--- config.mk ---
export PLATFORM = sky130hd
export DESIGN_NAME = pll_lock_sequencer
export DESIGN_NICKNAME = d
export VERILOG_FILES = /design/src/rtl/pll_lock_sequencer.sv
export SDC_FILE = /design/constraint.sdc
export NUM_CORES = 1
export LEC_CHECK = 0
export CAP_MARGIN = 20
export CORE_UTILIZATION = 25
export DETAILED_ROUTE_END_ITERATION = 10
export RECOVER_POWER = 50
export SLEW_MARGIN = 10
export SYNTH_ARGS = -nofsm -noshare
export SYNTH_HDL_FRONTEND = slang
export SYNTH_SLANG_ARGS = --single-unit
export TNS_END_PERCENT = 100
--- constraint.sdc ---
create_clock -name clock -period 6.1 [get_ports clock]
set_input_delay 1.525 -clock clock [delete_from_list [all_inputs] [get_ports clock]]
set_output_delay 1.525 -clock clock [all_outputs]
set_load 0.01 [all_outputs]
--- src/rtl/pll_lock_sequencer.sv ---
// PLL reset/lock sequencer: restarts the PLL, qualifies its synchronised lock flag,
// and releases the PLL clock domain only after lock has been stable long enough.
module pll_lock_sequencer #(
  parameter int unsigned RESET_CYCLES  = 16,
  parameter int unsigned LOCK_TIMEOUT  = 60000,
  parameter int unsigned STABLE_CYCLES = 1024,
  parameter int unsigned CNT_W         = 16
) (
  input  logic       clock,
  input  logic       reset_n,
  input  logic       pll_locked,
  input  logic       restart_req,
  input  logic       clear_status,
  output logic       pll_resetb,
  output logic       domain_rst_n,
  output logic       ready,
  output logic       lock_lost,
  output logic [7:0] retry_count,
  output logic [1:0] state
);

  typedef enum logic [1:0] {
    RESET_PLL = 2'd0,
    WAIT_LOCK = 2'd1,
    STABILIZE = 2'd2,
    RUN       = 2'd3
  } state_e;

  localparam logic [CNT_W-1:0] RESET_LAST   = CNT_W'(RESET_CYCLES - 1);
  localparam logic [CNT_W-1:0] TIMEOUT_LAST = CNT_W'(LOCK_TIMEOUT - 1);
  localparam logic [CNT_W-1:0] STABLE_LAST  = CNT_W'(STABLE_CYCLES - 1);

  state_e           state_q, state_d;
  logic [CNT_W-1:0] cnt_q, cnt_d;
  logic             sync1_q, sync2_q;
  logic             pll_resetb_q, pll_resetb_d;
  logic             domain_rst_n_q, domain_rst_n_d;
  logic             ready_q, ready_d;
  logic             lock_lost_q, lock_lost_d;
  logic [7:0]       retry_q, retry_d;
  logic             lk;
  logic             retry_inc;
  logic             lost_set;

  assign lk = sync2_q;

  always_comb begin
    state_d   = state_q;
    retry_inc = 1'b0;
    lost_set  = 1'b0;
    case (state_q)
      RESET_PLL: begin
        if (cnt_q == RESET_LAST) state_d = WAIT_LOCK;
      end
      WAIT_LOCK: begin
        if (restart_req) begin
          state_d = RESET_PLL;
        end else if (lk) begin
          state_d = STABILIZE;
        end else if (cnt_q == TIMEOUT_LAST) begin
          state_d   = RESET_PLL;
          retry_inc = 1'b1;
        end
      end
      STABILIZE: begin
        if (restart_req) begin
          state_d = RESET_PLL;
        end else if (!lk) begin
          state_d = WAIT_LOCK;
        end else if (cnt_q == STABLE_LAST) begin
          state_d = RUN;
        end
      end
      RUN: begin
        // Lock loss is checked first so a coincident restart still counts as a retry.
        if (!lk) begin
          state_d   = RESET_PLL;
          lost_set  = 1'b1;
          retry_inc = 1'b1;
        end else if (restart_req) begin
          state_d = RESET_PLL;
        end
      end
      default: state_d = RESET_PLL;
    endcase

    cnt_d = (state_d != state_q) ? '0 : cnt_q + 1'b1;

    retry_d = (retry_inc && (retry_q != 8'hFF)) ? retry_q + 8'd1 : retry_q;

    if (lost_set) begin
      lock_lost_d = 1'b1;
    end else if (clear_status) begin
      lock_lost_d = 1'b0;
    end else begin
      lock_lost_d = lock_lost_q;
    end

    // Decode from the next state so outputs change on the same edge as the state.
    pll_resetb_d   = (state_d != RESET_PLL);
    domain_rst_n_d = (state_d == RUN);
    ready_d        = (state_d == RUN);
  end

  always_ff @(posedge clock or negedge reset_n) begin
    if (!reset_n) begin
      state_q        <= RESET_PLL;
      cnt_q          <= '0;
      sync1_q        <= 1'b0;
      sync2_q        <= 1'b0;
      pll_resetb_q   <= 1'b0;
      domain_rst_n_q <= 1'b0;
      ready_q        <= 1'b0;
      lock_lost_q    <= 1'b0;
      retry_q        <= '0;
    end else begin
      state_q        <= state_d;
      cnt_q          <= cnt_d;
      sync1_q        <= pll_locked;
      sync2_q        <= sync1_q;
      pll_resetb_q   <= pll_resetb_d;
      domain_rst_n_q <= domain_rst_n_d;
      ready_q        <= ready_d;
      lock_lost_q    <= lock_lost_d;
      retry_q        <= retry_d;
    end
  end

  assign pll_resetb   = pll_resetb_q;
  assign domain_rst_n = domain_rst_n_q;
  assign ready        = ready_q;
  assign lock_lost    = lock_lost_q;
  assign retry_count  = retry_q;
  assign state        = state_q;

endmodule

==> results of run 1 <==
[state kept, by name, indices dropped and copies added (netlist names)]
register,flops
lk,1
pll_resetb,1
ready,1
lock_lost,1
retry_count,8
state,2
cnt_q,16
sync1_q,1
[critical path, stage by stage]
cell and delay (ps):
dlygate4sd3_1 590, or3b_1 360, or4b_4 500, o32ai_4 310, a2111o_2 400, a21boi_0 150
[final cells by class]
class	count	area (µm²)
inverters	7	26.3
multi-input cells	102	776
fillers	617	4120
clock buffers	6	82.6
clock inverters	1	5.00
repair buffers	19	184
well taps	75	93.8
flip-flops and latches	31	776
[power by group through the flow]
| stage | clock network, W | registers [W] | logic (W) |
|---|---|---|---|
| 2_1_floorplan | 0 | 0.000310 | 0.000169 |
| 3_3_place_gp | 0 | 0.000325 | 0.000197 |
| 3_5_place_dp | 0 | 0.000326 | 0.000200 |
| 4_1_cts | 0.000170 | 0.000323 | 0.000201 |
| 5_1_grt | 0.000182 | 0.000334 | 0.000220 |
| 6_report | 0.000162 | 0.000323 | 0.000196 |
[how the worst min path moves through the flow]
stage | from | endpoint | cells past startpoint
after CTS | sync1_q$_DFF_PN0_ | lk$_DFF_PN0_ | 0
after global placement | sync1_q$_DFF_PN0_ | lk$_DFF_PN0_ | 0
after floorplan | sync1_q$_DFF_PN0_ | lk$_DFF_PN0_ | 0
final | sync1_q$_DFF_PN0_ | lk$_DFF_PN0_ | 0
after global routing | sync1_q$_DFF_PN0_ | lk$_DFF_PN0_ | 0
after detailed placement | sync1_q$_DFF_PN0_ | lk$_DFF_PN0_ | 0
[metrics by stage]
| stage | hold WS [ps] | area, µm² | utilization |
|---|---|---|---|
| 4_1_cts | 354 | 1950 | 0.321 |
| 6_report | 353 | 1940 | 0.321 |
| 5_1_grt | 364 | 1940 | 0.321 |
| 3_3_place_gp | 335 | 1860 | 0.307 |
| 3_5_place_dp | 339 | 1860 | 0.307 |
| 2_1_floorplan | 331 | 1620 | - |
[layout by cell type, fill, tap and decap left out, types with 2 or more instances in the layout]
master           Yosys  final
a21oi_1              5      5
a21oi_2             10     10
clkbuf_8             0      6
clkdlybuf4s50_1      0     11
dfrtp_1             31     31
dlygate4sd3_1        0      7
ha_1                 2      2
inv_1                7      7
nand2_1              7      7
nand2b_1             2      2
nand3_1              8      8
nand4_1              6      6
nor2_1               8      8
nor3_1               4      4
nor4_1               4      4
or4_4                2      2
xnor2_1             11     11
xor2_1              12     12
[Yosys cell counts (2+ instances only)]
master,count
nand3_1,8
xor2_1,12
nand2_1,7
inv_1,7
nor2_1,8
dfrtp_1,31
nor3_1,4
or4_4,2
nor4_1,4
a21oi_1,5
nand2b_1,2
a21oi_2,10
nand4_1,6
ha_1,2
xnor2_1,11
[layer usage]
layer | vias up | track usage
li1 | 556 | -
met1 | 580 | 0.143
met4 | 0 | 0.0526
met2 | 13 | 0.159
met3 | 6 | 0.0516
met5 | - | 0
[logic make-up after synthesis]
kind of cell / count (synthesis) / synth area share
mux: 1 / 0.00697
xor+xnor: 23 / 0.125
flops: 31 / 0.480
compound gates: 24 / 0.136
simple gates: 52 / 0.197
buf+inv: 11 / 0.0402
fa+ha+maj: 2 / 0.0155
==> results by group, run 1 <==
Status
  – Outcome: complete, but fails checks
  – Violated checks: capacitance limit, slew limit

Die
  – Die Y: 82.4 µm
  – Top Ports: 19
  – Core area: just over 6000 µm²
  – Initial Util: 0.267
  – Rows: 28
  – Die W: 82.4 µm
  – Total die area: between 6000 and 7000 µm²

Global routing
  – Pin count of the biggest net entering global routing: 32
  – Vias in the first global route: ~1200
  – Grt total ovfl: 0
  – Initial antenna violation count: 0
  – First-pass GRT wire length: roughly 5.5 mm
  – All-Layer GR Usage: 0.112

STA
  – Worst Tran Pin Value: 1690 ps
  – Final Max Tran Viols: 32
  – Slew margin rel.: -0.127
  – Worst Clk Skew: a little under 4 ps
  – Post-route setup slack: 2400 ps
  – Hold Violations, Final: 0
  – RSZ-0062 raised after global routing: false
  – Fin crit share: 0.606
  – Max Fclk: 271 MHz
  – # setup viols final: 0
  – Final worst path period need: 3700 ps
  – Sum Neg Setup Slack: 0 ps

Clock network
  – CTS max path bufs: 2
  – Hold buffers post-CTS: 0
  – Root buf cell: clkbuf_8
  – H-Tree Depth: 2
  – Post-CTS setup buffers: 0
  – Clock transition at path regs: around 60 ps
  – Cts bufs inserted: 5
  – Cts repair resizes: 0
  – Clk sink count: 31
  – TritonCTS clock tree: done
  – Clk Latency, worst-skew pair: roughly 280 ps

Synthesis
  – Netlist cell types: 40
  – Syn Inst Count: around 140
  – Post-synthesis register bit count: 31
  – Mapped Area: between 1500 and 2000 µm²
  – Synth area leaders: dfrtp_1 (48%), xor2_1 (6.5%), xnor2_1 (6.0%)
  – Synth area leader: dfrtp_1
  – Top-area cell type share of the netlist area: 0.480
  – Syn Nets: 151
  – Synth Flop Type: dfrtp_1
  – Avg Inst Size Synth: around 11 µm²
  – Syn. warnings: 0
  – Async set or reset register ratio after synthesis: 1.00
  – Sequential fraction of the synthesis area: 0.480
  – EDFF count, synth: 0

Critical path
  – R2R Path End: cnt_q[1]$_DFF_PN0_
  – Crit Path Class: in -> reg
  – Flop2flop setup slack: roughly 3500 ps
  – Startpoint types: input pin
  – Worst Setup SP: restart_req
  – RR Startpoint: cnt_q[12]$_DFF_PN0_
  – Crit path max fanout: 16
  – CP Capture Type: flip-flop
  – Reg2reg path depth: 5
  – Critical Path End: cnt_q[1]$_DFF_PN0_
  – WP data required: 6230 ps
  – WP data arrival: 3830 ps

Flow run
  – Max-cap violations: 1

Detailed routing
  – WL met2: roughly 1.4 mm
  – First-pass iteration count of the detailed router: 4
  – DR vias: between 1000 and 1500
  – DRC: 0
  – Post-DRT Antenna Nets: 0
  – Met3 routed WL: ~160 µm
  – First DRT Iteration DRCs: just over 70
  – Routed wire per std cell: roughly 13 µm
  – DR top layer: met4
  – Vias per cell: 4.79
  – M1 wire length: between 1.5 and 2 mm
  – Final wirelength: roughly 3.1 mm

Layout
  – Final std cells w/o fill: about 240
  – Layout cell share with drive strength beyond 1: 0.163
  – Antenna cell count: 0
  – Area Overhead vs Synth: 20.2%
  – Count of nets after finishing: around 170

Power and ir drop
  – Switching share of total power: 0.353
  – Worst vdd ir: between 0.1 and 0.15 mV
  – Power share of the combinational group: 0.288
  – Power share of the sequential group: 0.474
  – Overall Power: 0.000681 W
  – Pwr Density: between 300 and 400 nW/µm²
  – Clk network pwr share: 0.238
  – P_int: ~0.00044 W
  – Psw: 0.000240 W
  – Leakage: between 0.8 and 0.9 nW

Placed design
  – Placed insts: around 230
  – HPWL Detailed: 2.16 mm
  – Setup Slack @ Placement: approximately 2200 ps
  – IO buf count: 18
  – Placer Congestion: about 0.76

Hold path
  – Worst Hold Class: reg -> reg
Power figures use the tool's default switching activity.
==> inputs of run 2 (changes only) <==
==> constraint.sdc (replaced) <==
create_clock -name clock -period 3.3 [get_ports clock]
set_input_delay 0.825 -clock clock [delete_from_list [all_inputs] [get_ports clock]]
set_output_delay 0.825 -clock clock [all_outputs]
set_load 0.01 [all_outputs]
==> run 2 against run 1 <==
The run still ends with capacitance limit, slew limit left. Sequential cell count did not move. Sequential power rose by 86%. Critical path depth rose by 1. Clock power rose by 82%. Global-route usage fell by 0.53 points. Final cell count rose by 0.83%. Largest cell class unchanged. Highest routed layer unchanged.
==> results by group, run 2 (synthesis results as in run 1) <==
Die
  – Total die area: 6790 µm² (unchanged)
  – Rows: 28 (unchanged)
  – Initial Util: 0.267 (unchanged)
  – Core area: 6060 µm² (unchanged)
  – Top Ports: 19 (unchanged)
  – Die W: 82.4 µm (unchanged)
  – Die Y: 82.4 µm (unchanged)

Clock network
  – Cts bufs inserted: 5 (unchanged)
  – TritonCTS clock tree: done
  – Clk Latency, worst-skew pair: 280 ps (about the same)
  – Clock transition at path regs: 60 ps (about the same)
  – H-Tree Depth: 2 (unchanged)
  – Hold buffers post-CTS: 0 (unchanged)
  – Root buf cell: clkbuf_8
  – CTS max path bufs: 2 (unchanged)
  – Cts repair resizes: 0 (unchanged)
  – Post-CTS setup buffers: 0 (unchanged)
  – Clk sink count: 31 (unchanged)

Power and ir drop
  – Pwr Density: 659 nW/µm² (+88%)
  – Worst vdd ir: 0.261 mV (+150%)
  – Leakage: 0.819 nW (+1.7%)
  – Overall Power: 0.00130 W (+91%)

Detailed routing
  – Routed wire per std cell: 12.9 µm (-0.35%)
  – Post-DRT Antenna Nets: 0 (unchanged)
  – First-pass iteration count of the detailed router: 4 (unchanged)
  – First DRT Iteration DRCs: 93 (+29%)
  – DR vias: 1141 (-1.2%)
  – DRC: 0 (unchanged)
  – Vias per cell: 4.70 (-2.0%)
  – Final wirelength: 3.14 mm (+0.48%)

Layout
  – Max FFs per register: 16 (unchanged)
  – Layout cell share with drive strength beyond 1: 0.173 (+0.00997)
  – Commonest non-fill, non-tap cells in the layout: dfrtp_1 (31), xor2_1 (12), xnor2_1 (11), clkdlybuf4s50_1 (11), a21oi_2 (10)
  – Sequential Area: 776 µm² (unchanged)
  – Most common cell after layout, fill and taps aside: dfrtp_1
  – # fillers: 617 (unchanged)
  – Reg with most FFs: cnt_q
  – Count of nets after finishing: 175 (+1.2%)
  – Final std cells w/o fill: 243 (+0.83%)
  – Area Overhead vs Synth: 21.9%
  – Multi-input logic area: 776 µm² (unchanged)
  – Antenna cell count: 0 (unchanged)

STA
  – Final worst path period need: between 2000 and 3000 ps
  – # setup viols final: 0 (unchanged)
  – Fin crit share: 0.881
  – Worst Clk Skew: 4.07 ps (+0.160 ps)
  – RSZ-0062 raised after global routing: false
  – Worst Tran Pin Value: 1600 ps (-94.7 ps)
  – Sum Neg Setup Slack: 0 ps (unchanged)
  – Max Fclk: ~340 MHz
  – Hold Violations, Final: 0 (unchanged)
  – Slew margin rel.: -0.0641 (+0.0632)
  – Final Max Tran Viols: 32 (unchanged)

Placed design
  – Placed insts: 236 (+0.85%)
  – Placer Congestion: 0.759 (-0.35%)
  – IO buf count: 18 (unchanged)
  – HPWL Detailed: 2.16 mm (-0.34%)

Critical path
  – Startpoint types: input pin
  – Crit path max fanout: 8 (-8)
  – Worst path max stage delay: 570 ps (-20 ps)
  – Flop2flop setup slack: 820 ps (-2720 ps)
  – WP data required: 3430 ps (-2800 ps)
  – CP Capture Type: flip-flop
  – Cell Chain, Critical Path: dlygate4sd3_1, or3b_1, or4b_4, o32ai_4, a2111o_2, buf_12, a21boi_1
  – WP data arrival: 3040 ps (-790 ps)
  – Slowest-stage cell, CP: dlygate4sd3_1
  – Crit Path Class: in -> reg

Global routing
  – Met3 Use GR: 0.0407 (-0.0110)
  – Gr busiest metal: met2
  – Initial antenna violation count: 0 (unchanged)
  – Met2 usage: 0.147 (-0.0116)
  – Grt total ovfl: 0 (unchanged)
  – All-Layer GR Usage: 0.107 (-0.00526)
  – M1 GR Usage: 0.146 (+0.00310)
  – Pin count of the biggest net entering global routing: 32 (unchanged)
  – First-pass GRT wire length: 5.32 mm (-4.1%)
  – Vias in the first global route: 1092 (-5.5%)

Hold path
  – Worst Hold Class: reg -> reg

Flow run
  – Max-cap violations: 1 (unchanged)

Status
  – Outcome: complete, but fails checks
  – Violated checks: capacitance limit, slew limit
==> run 2: worst paths after layout <==
kind,start,to,cells after the start
max,restart_req,cnt_q[15]$_DFF_PN0_,7
min,sync1_q$_DFF_PN0_,lk$_DFF_PN0_,0
max reg2reg,cnt_q[12]$_DFF_PN0_,cnt_q[15]$_DFF_PN0_,6
min reg2reg,sync1_q$_DFF_PN0_,lk$_DFF_PN0_,0
max in group asynchronous,reset_n,cnt_q[6]$_DFF_PN0_,2
min in group asynchronous,reset_n,retry_count[5]$_DFFE_PN0P_,2
==> run 2: layout make-up <==
class	instances	share of cell area
clock buffers	6	0.0419
inverters	7	0.0133
repair buffers	21	0.107
flip-flops and latches	31	0.394
well taps	75	0.0476
clock inverters	1	0.00254
multi-input cells	102	0.394
==> run 2: power by group <==
| group | internal, W | total [W] | switching [W] |
|---|---|---|---|
| combinational | 0.000212 | 0.000403 | 0.000191 |
| clock | 0.000163 | 0.000295 | 0.000132 |
| sequential | 0.000471 | 0.000601 | 0.000130 |
| total | 0.000847 | 0.00130 | 0.000453 |
==> run 2: through the flow <==
| step | utilization | cell area, µm² | hold WS (ps) | worst slack, ps |
|---|---|---|---|---|
| after floorplan | - | 1620 | 331 | 848 |
| after global placement | 0.311 | 1890 | 335 | 233 |
| after detailed placement | 0.311 | 1890 | 335 | 236 |
| after CTS | 0.326 | 1970 | 349 | 524 |
| after global routing | 0.325 | 1970 | 358 | 276 |
| final | 0.325 | 1970 | 348 | 393 |
==> run 2: layer usage <==
| metal | vias up | routed length [µm] |
|---|---|---|
| met5 | - | 0 |
| met2 | 12 | 1390 |
| met4 | 0 | 24 |
| met3 | 2 | 108 |
| li1 | 560 | - |
| met1 | 567 | 1610 |
==> run 2: worst max-delay path, delay by kind of cell <==
kind	cells	cell delay (ps)
simple gates	2	850
buf+inv	2	730
compound gates	3	620
